### src/rtl/max_scan_pkg.sv
// Shared register map, bit positions, mode encodings and FSM state type
// for the max/min scan block.
package max_scan_pkg;

    localparam logic [2:0] ADDR_CTRL   = 3'd0;
    localparam logic [2:0] ADDR_STATUS = 3'd1;
    localparam logic [2:0] ADDR_COUNT  = 3'd2;
    localparam logic [2:0] ADDR_PUSH   = 3'd3;
    localparam logic [2:0] ADDR_RESULT = 3'd4;
    localparam logic [2:0] ADDR_INDEX  = 3'd5;

    localparam int CTRL_START  = 0;
    localparam int CTRL_MODE   = 1;
    localparam int CTRL_SIGNED = 2;

    localparam int STAT_BUSY = 0;
    localparam int STAT_DONE = 1;
    localparam int STAT_OVF  = 2;

    localparam logic MODE_MAX = 1'b0;
    localparam logic MODE_MIN = 1'b1;

    typedef enum logic {
        IDLE,
        SCAN
    } scan_state_t;

    // Bits at and above 'width' become copies of the element's top bit when
    // sign_ext is set, otherwise zero.
    function automatic logic [31:0] extend_word(input logic [31:0] value,
                                                input int          width,
                                                input logic        sign_ext);
        logic [31:0] word;
        word = value;
        for (int i = 0; i < 32; i++) begin
            if (i >= width) begin
                word[i] = sign_ext & value[width-1];
            end
        end
        return word;
    endfunction

endpackage

### src/rtl/scan_cmp.sv
// Combinational max/min comparator: a_wins when candidate a strictly beats
// the current best b under the selected ordering.
module scan_cmp
    import max_scan_pkg::*;
#(
    parameter int DATA_W = 8
)
(
    input  logic [DATA_W-1:0] a,
    input  logic [DATA_W-1:0] b,
    input  logic              mode,
    input  logic              signed_mode,
    output logic              a_wins
);

    logic a_gt;
    logic a_lt;

    always_comb begin
        if (signed_mode) begin
            a_gt = $signed(a) > $signed(b);
            a_lt = $signed(a) < $signed(b);
        end else begin
            a_gt = a > b;
            a_lt = a < b;
        end
        // Strict comparison keeps the earlier index on ties.
        a_wins = 1'b0;
        case (mode)
            MODE_MAX: a_wins = a_gt;
            MODE_MIN: a_wins = a_lt;
        endcase
    end

endmodule

### src/rtl/max_min_scan_ip.sv
// Bus-mapped element buffer with a sequential max/min scanner that walks
// one element per clock and reports the winning value and its index.
module max_min_scan_ip
    import max_scan_pkg::*;
#(
    parameter int DATA_W = 8,
    parameter int DEPTH  = 16
)
(
    input  logic        iClk,
    input  logic        iReset,
    input  logic        iChipselect_n,
    input  logic        iWrite_n,
    input  logic        iRead_n,
    input  logic [2:0]  iAddress,
    input  logic [31:0] iData,
    output logic [31:0] oData
);

    localparam int IDX_W = $clog2(DEPTH);
    localparam int CNT_W = IDX_W + 1;
    localparam logic [CNT_W-1:0] FULL = CNT_W'(DEPTH);

    logic [DATA_W-1:0] buffer [DEPTH];

    scan_state_t       state;
    logic [CNT_W-1:0]  count;
    logic              done;
    logic              ovf;
    logic              mode;
    logic              sgn;
    logic              scan_mode;
    logic              scan_sgn;
    logic [DATA_W-1:0] best;
    logic [IDX_W-1:0]  best_idx;
    logic [IDX_W-1:0]  ptr;
    logic [31:0]       result;
    logic [IDX_W-1:0]  index;

    logic              bus_wr;
    logic              bus_rd;
    logic              busy;
    logic              ctrl_wr;
    logic              start_req;
    logic              status_wr;
    logic              count_wr;
    logic              push_wr;
    logic              push_ok;
    logic [IDX_W-1:0]  rd_addr;
    logic [DATA_W-1:0] rd_elem;
    logic              cand_wins;
    logic [DATA_W-1:0] next_best;
    logic [IDX_W-1:0]  next_idx;
    logic              last_elem;
    logic [31:0]       read_word;
    logic              unused_data;

    assign bus_wr    = !iChipselect_n && !iWrite_n;
    assign bus_rd    = !iChipselect_n && !iRead_n;
    assign busy      = (state == SCAN);

    // Everything that changes the scan's inputs is locked out while busy;
    // STATUS clears stay live so software can acknowledge at any time.
    assign ctrl_wr   = bus_wr && (iAddress == ADDR_CTRL)  && !busy;
    assign start_req = ctrl_wr && iData[CTRL_START];
    assign status_wr = bus_wr && (iAddress == ADDR_STATUS);
    assign count_wr  = bus_wr && (iAddress == ADDR_COUNT) && !busy;
    assign push_wr   = bus_wr && (iAddress == ADDR_PUSH)  && !busy;
    assign push_ok   = push_wr && (count != FULL);

    assign unused_data = ^iData;

    // Single read port: element 0 while idle (seed for START), ptr while scanning.
    assign rd_addr   = busy ? ptr : '0;
    assign rd_elem   = buffer[rd_addr];

    scan_cmp #(
        .DATA_W(DATA_W)
    ) u_cmp (
        .a          (rd_elem),
        .b          (best),
        .mode       (scan_mode),
        .signed_mode(scan_sgn),
        .a_wins     (cand_wins)
    );

    assign next_best = cand_wins ? rd_elem : best;
    assign next_idx  = cand_wins ? ptr : best_idx;
    assign last_elem = (CNT_W'(ptr) == (count - CNT_W'(1)));

    always_ff @(posedge iClk) begin
        if (push_ok) begin
            buffer[count[IDX_W-1:0]] <= iData[DATA_W-1:0];
        end
    end

    always_ff @(posedge iClk) begin
        if (iReset) begin
            state     <= IDLE;
            count     <= '0;
            done      <= 1'b0;
            ovf       <= 1'b0;
            mode      <= MODE_MAX;
            sgn       <= 1'b0;
            scan_mode <= MODE_MAX;
            scan_sgn  <= 1'b0;
            best      <= '0;
            best_idx  <= '0;
            ptr       <= '0;
            result    <= '0;
            index     <= '0;
        end else begin
            if (status_wr) begin
                if (iData[STAT_DONE]) done <= 1'b0;
                if (iData[STAT_OVF])  ovf  <= 1'b0;
            end
            if (count_wr) begin
                count <= '0;
            end
            if (push_wr) begin
                if (push_ok) count <= count + CNT_W'(1);
                else         ovf   <= 1'b1;
            end
            if (ctrl_wr) begin
                mode <= iData[CTRL_MODE];
                sgn  <= iData[CTRL_SIGNED];
            end

            // FSM updates come last so a completing scan's DONE wins over a
            // same-cycle STATUS clear.
            case (state)
                IDLE: begin
                    if (start_req) begin
                        if (count == '0) begin
                            done <= 1'b1;
                            ovf  <= 1'b1;
                        end else begin
                            scan_mode <= iData[CTRL_MODE];
                            scan_sgn  <= iData[CTRL_SIGNED];
                            best      <= rd_elem;
                            best_idx  <= '0;
                            ptr       <= IDX_W'(1);
                            if (count == CNT_W'(1)) begin
                                done   <= 1'b1;
                                result <= extend_word(32'(rd_elem), DATA_W, iData[CTRL_SIGNED]);
                                index  <= '0;
                            end else begin
                                done  <= 1'b0;
                                state <= SCAN;
                            end
                        end
                    end
                end
                SCAN: begin
                    best     <= next_best;
                    best_idx <= next_idx;
                    if (last_elem) begin
                        state  <= IDLE;
                        done   <= 1'b1;
                        result <= extend_word(32'(next_best), DATA_W, scan_sgn);
                        index  <= next_idx;
                    end else begin
                        ptr <= ptr + IDX_W'(1);
                    end
                end
                default: state <= IDLE;
            endcase
        end
    end

    always_comb begin
        read_word = '0;
        case (iAddress)
            ADDR_CTRL:   read_word = {29'd0, sgn, mode, 1'b0};
            ADDR_STATUS: read_word = {29'd0, ovf, done, busy};
            ADDR_COUNT:  read_word = 32'(count);
            ADDR_RESULT: read_word = result;
            ADDR_INDEX:  read_word = 32'(index);
            default:     read_word = '0;
        endcase
    end

    // Read data is captured from pre-edge state, so a same-cycle write is
    // not visible until the following read.
    always_ff @(posedge iClk) begin
        if (iReset) begin
            oData <= '0;
        end else if (bus_rd) begin
            oData <= read_word;
        end
    end

endmodule
### config.mk
export PLATFORM = sky130hd
export DESIGN_NAME = max_min_scan_ip
export DESIGN_NICKNAME = d
export VERILOG_FILES = /design/src/rtl/max_scan_pkg.sv /design/src/rtl/scan_cmp.sv /design/src/rtl/max_min_scan_ip.sv
export SDC_FILE = /design/constraint.sdc
export NUM_CORES = 1
export LEC_CHECK = 0
export ABC_AREA = 1
export BUFFER_PORTS_ARGS = -buffer_cell sky130_fd_sc_hd__buf_2
export CAP_MARGIN = 20
export CORE_MARGIN = 8
export CORE_UTILIZATION = 49
export CTS_CLUSTER_SIZE = 24
export DETAILED_ROUTE_END_ITERATION = 8
export PLACE_DENSITY = 0.77
export SYNTH_ARGS = -nofsm -noshare
export SYNTH_HDL_FRONTEND = slang
export SYNTH_SLANG_ARGS = --single-unit
export TNS_END_PERCENT = 30
### constraint.sdc
create_clock -name iClk -period 2.4 [get_ports iClk]
set_input_delay 0.12 -clock iClk [delete_from_list [all_inputs] [get_ports iClk]]
set_output_delay 0.12 -clock iClk [all_outputs]
set_load 0.03 [all_outputs]
==> summary.txt <==
Clock network
  • Clock input transition at the sequential cells of the worst setup and hold paths: 0.07 ns
  • CTS Sinks: 178
  • CTS tree: yes
  • # H-tree levels: 4
  • Clock Path Buffers: 2
  • Total CTS buffers: 17
  • CTS root buf: clkbuf_16
  • Worst skew pair latency: 0.44 ns

Yosys
  • Distinct cells, synth: 38
  • Post-synth top area share: 47.1%
  • Post-synth EDFFs: 128
  • Top FF cell, synth: edfxtp_1
  • Syn_nets: 925
  • Area contributors post-synth: edfxtp_1 (47%), dfxtp_1 (12%), nand2_1 (9.7%), nand3_1 (8.6%), inv_1 (3.9%)
  • Async S/R FF share, synth: 0%
  • Avg Synthesized Cell Area: 9.37 um^2
  • Sequential area share after synthesis: 59.3%
  • Synth Register Bits: 178
  • Synth Instances: 871
  • Synth Cell Area: 8170 um^2
  • Yosys top cell by area: edfxtp_1
  • Ys Warns: 0

Drt
  • Drt initial violations: 644
  • Routed WL: 20,300 um
  • Vias/cell: 5.50
  • DRT Pass-1 Iters: 6
  • Met3 WL: 1730 um
  • Met2 wire length: 10,200 um
  • Top routing layer in use: met4
  • Vias: 6,505
  • Number of routed nets with antenna violations: 0
  • Remaining DRCs: 0
  • M1 WL: 7680 um
  • Wire per inst: 17.1 um

Placed design
  • HPWL Detailed: 13,000 um
  • Port bufs: 47
  • Routability congestion estimate: 0.853

Layout
  • Commonest non-fill, non-tap cell in the layout: nand2_1
  • Commonest cells after routing, fill and taps aside: nand2_1 (192), nand3_1 (133), edfxtp_1 (128)
  • Fraction of layout cells with a size suffix above 1: 24.3%
  • Final nets: 1,004
  • Fillcell total: 1,313
  • Antenna diodes: 0
  • Area grow syn2layout: 20.8%

Critical path
  • Most frequent CP cell: nand2_4
  • Highest-delay cell along the critical path: dfxtp_4
  • Crit path max fanout: 16
  • Cell breakdown of the critical path: nand2_8 > inv_2 > buf_12 > nand2_1 > nand3_1 > nand3_1 > nand3_1 > nand2_2 > inv_2 > ha_4 > a21oi_1 > nand2_1 > nand2_2 > nand2_2 > nand2_4 > nand2_4 > nand2_4 > nand3_4 > buf_6 > nand2_4 > o21ai_4 > a21oi_1
  • Endpoint class of the critical path: flop
  • Startpoint types: flop
  • Largest stage delay, worst path: 0.42 ns
  • Crit path DAT: 3.18 ns
  • Critical Path RT: 2.77 ns
  • Worst setup path class: flop to flop

Floorplanning
  • IO Pins: 72
  • Starting Density: 49.6%
  • DIE AREA: 21,100 um^2
  • Die width: 145 um
  • Die height: 145 um
  • Row Count: 47
  • Core Area: 16,500 um^2

Hold path
  • Worst hold path type: input port to flop

STA
  • Slew Viols, Final: 0
  • Worst slew pin tran: 0.898 ns
  • Min cycle time layout: 2.82 ns
  • Slew HR: 40.0%
  • Final hold violation count: 0
  • Min Hold Slack: 0.0735 ns
  • RSZ-0062 raised after global routing: true
  • # setup viols final: 25
  • Worst setup margin: -0.416 ns
  • Peak Freq: 355 MHz
  • Period utilization: 117%
  • Setup Skew: 0.00833 ns

Run status
  • Violated checks: setup timing
  • Outcome: finished with violations

Power and ir drop
  • Leak: 4.05 nW
  • VDD IR max: 0.721 mV
  • Cell Pwr Density: 623 nW/um^2
  • Tot Pwr: 6.15 mW

Global routing
  • First-pass GRT wire length: 32,100 um
  • Total gr overflow: 0
  • Vias in the first global route: 6,269
  • Initial antenna violation count: 0
  • GRT Total Usage: 19.3%
  • Largest net degree at the start of global routing: 34

Run
  • Max-cap violations: 0
[registers in the layout, indices dropped and copies added, names as in the netlist, 4 cells and up]
name	flops
buffer	128
ptr	4
best_idx	4
index	4
best	8
count	5
result	9
oData	9
[per-stage QoR]
stage | area [um^2] | std cells | util, % | TNS, ns | setup WS [ns]
2_1_floorplan | 8310 | 871 | - | -0.826 | -0.0508
3_3_place_gp | 8930 | 1135 | 54.2 | -8.16 | -0.357
3_5_place_dp | 8930 | 1135 | 54.2 | -11.92 | -0.464
4_1_cts | 9760 | 1183 | 59.2 | -6.34 | -0.285
5_1_grt | 9870 | 1183 | 59.9 | -14.45 | -0.589
6_report | 9870 | 1183 | 59.9 | -9.45 | -0.416
[logic make-up after synthesis]
group,share of synthesized area (%)
buffers and inverters,9.01
flip-flops,59.3
XOR/XNOR,0.858
AND/OR/NAND/NOR,21.6
AO/OA/AOI/OAI,7.02
adder cells (fa/ha/maj),2.15
[cells in the mapped netlist (all sizes together) (2+ instances only)]
cell	count
nand2	215
nand3	142
edfxtp	128
inv	103
o21ai	54
dfxtp	50
buf	44
nor2	43
a21oi	28
ha	14
clkbuf	13
o211ai	6
o221ai	6
nor3	4
xnor2	4
xor2	4
clkinv	2
nand4	2
o22ai	2
[repair_timing]
action	in CTS	in global routing
setup endpoints to repair	73	89
buffers inserted	14	0
gates resized for setup	36	34
pin swaps	2	3
gates cloned	2	0
hold buffers	0	0
[final cells by class]
class | instances | area (um^2) | area share, %
clock buffer | 17 | 425 | 4.31
clock inverter | 15 | 133 | 1.34
inverter | 105 | 404 | 4.10
multi-input combinational | 532 | 2870 | 29.1
sequential | 178 | 4850 | 49.2
tap | 220 | 275 | 2.79
timing repair buffer | 116 | 905 | 9.17
[power by group]
group	switching [mW]	internal, mW
Sequential	0.00712	3.29
Combinational	0.160	0.0530
Clock	1.20	1.44
[critical path, delay by kind of cell, from the launching register on]
family,cells,cell delay (ns)
fa+ha+maj,1,0.19
compound gates,3,0.35
simple gates,14,1.28
buf+inv,4,0.48
flops,1,0.42
[layer usage]
metal / track usage, % / vias up
met5: 0 / -
met4: 9.11 / 0
met3: 3.92 / 63
met2: 32.4 / 304
met1: 23.4 / 3081
li1: - / 3057
[final timing paths]
| kind | from | end | slack, ns | cells past startpoint |
|---|---|---|---|---|
| setup / recovery | busy | index[1] | -0.42 | 22 |
| hold / removal | iData[6] | buffer[5][6] | 0.07 | 1 |
| setup reg to reg | busy | index[1] | -0.42 | 22 |
| hold reg to reg | oData[4] | oData[4] | 0.46 | 2 |
(Power assumes the default switching activity.)
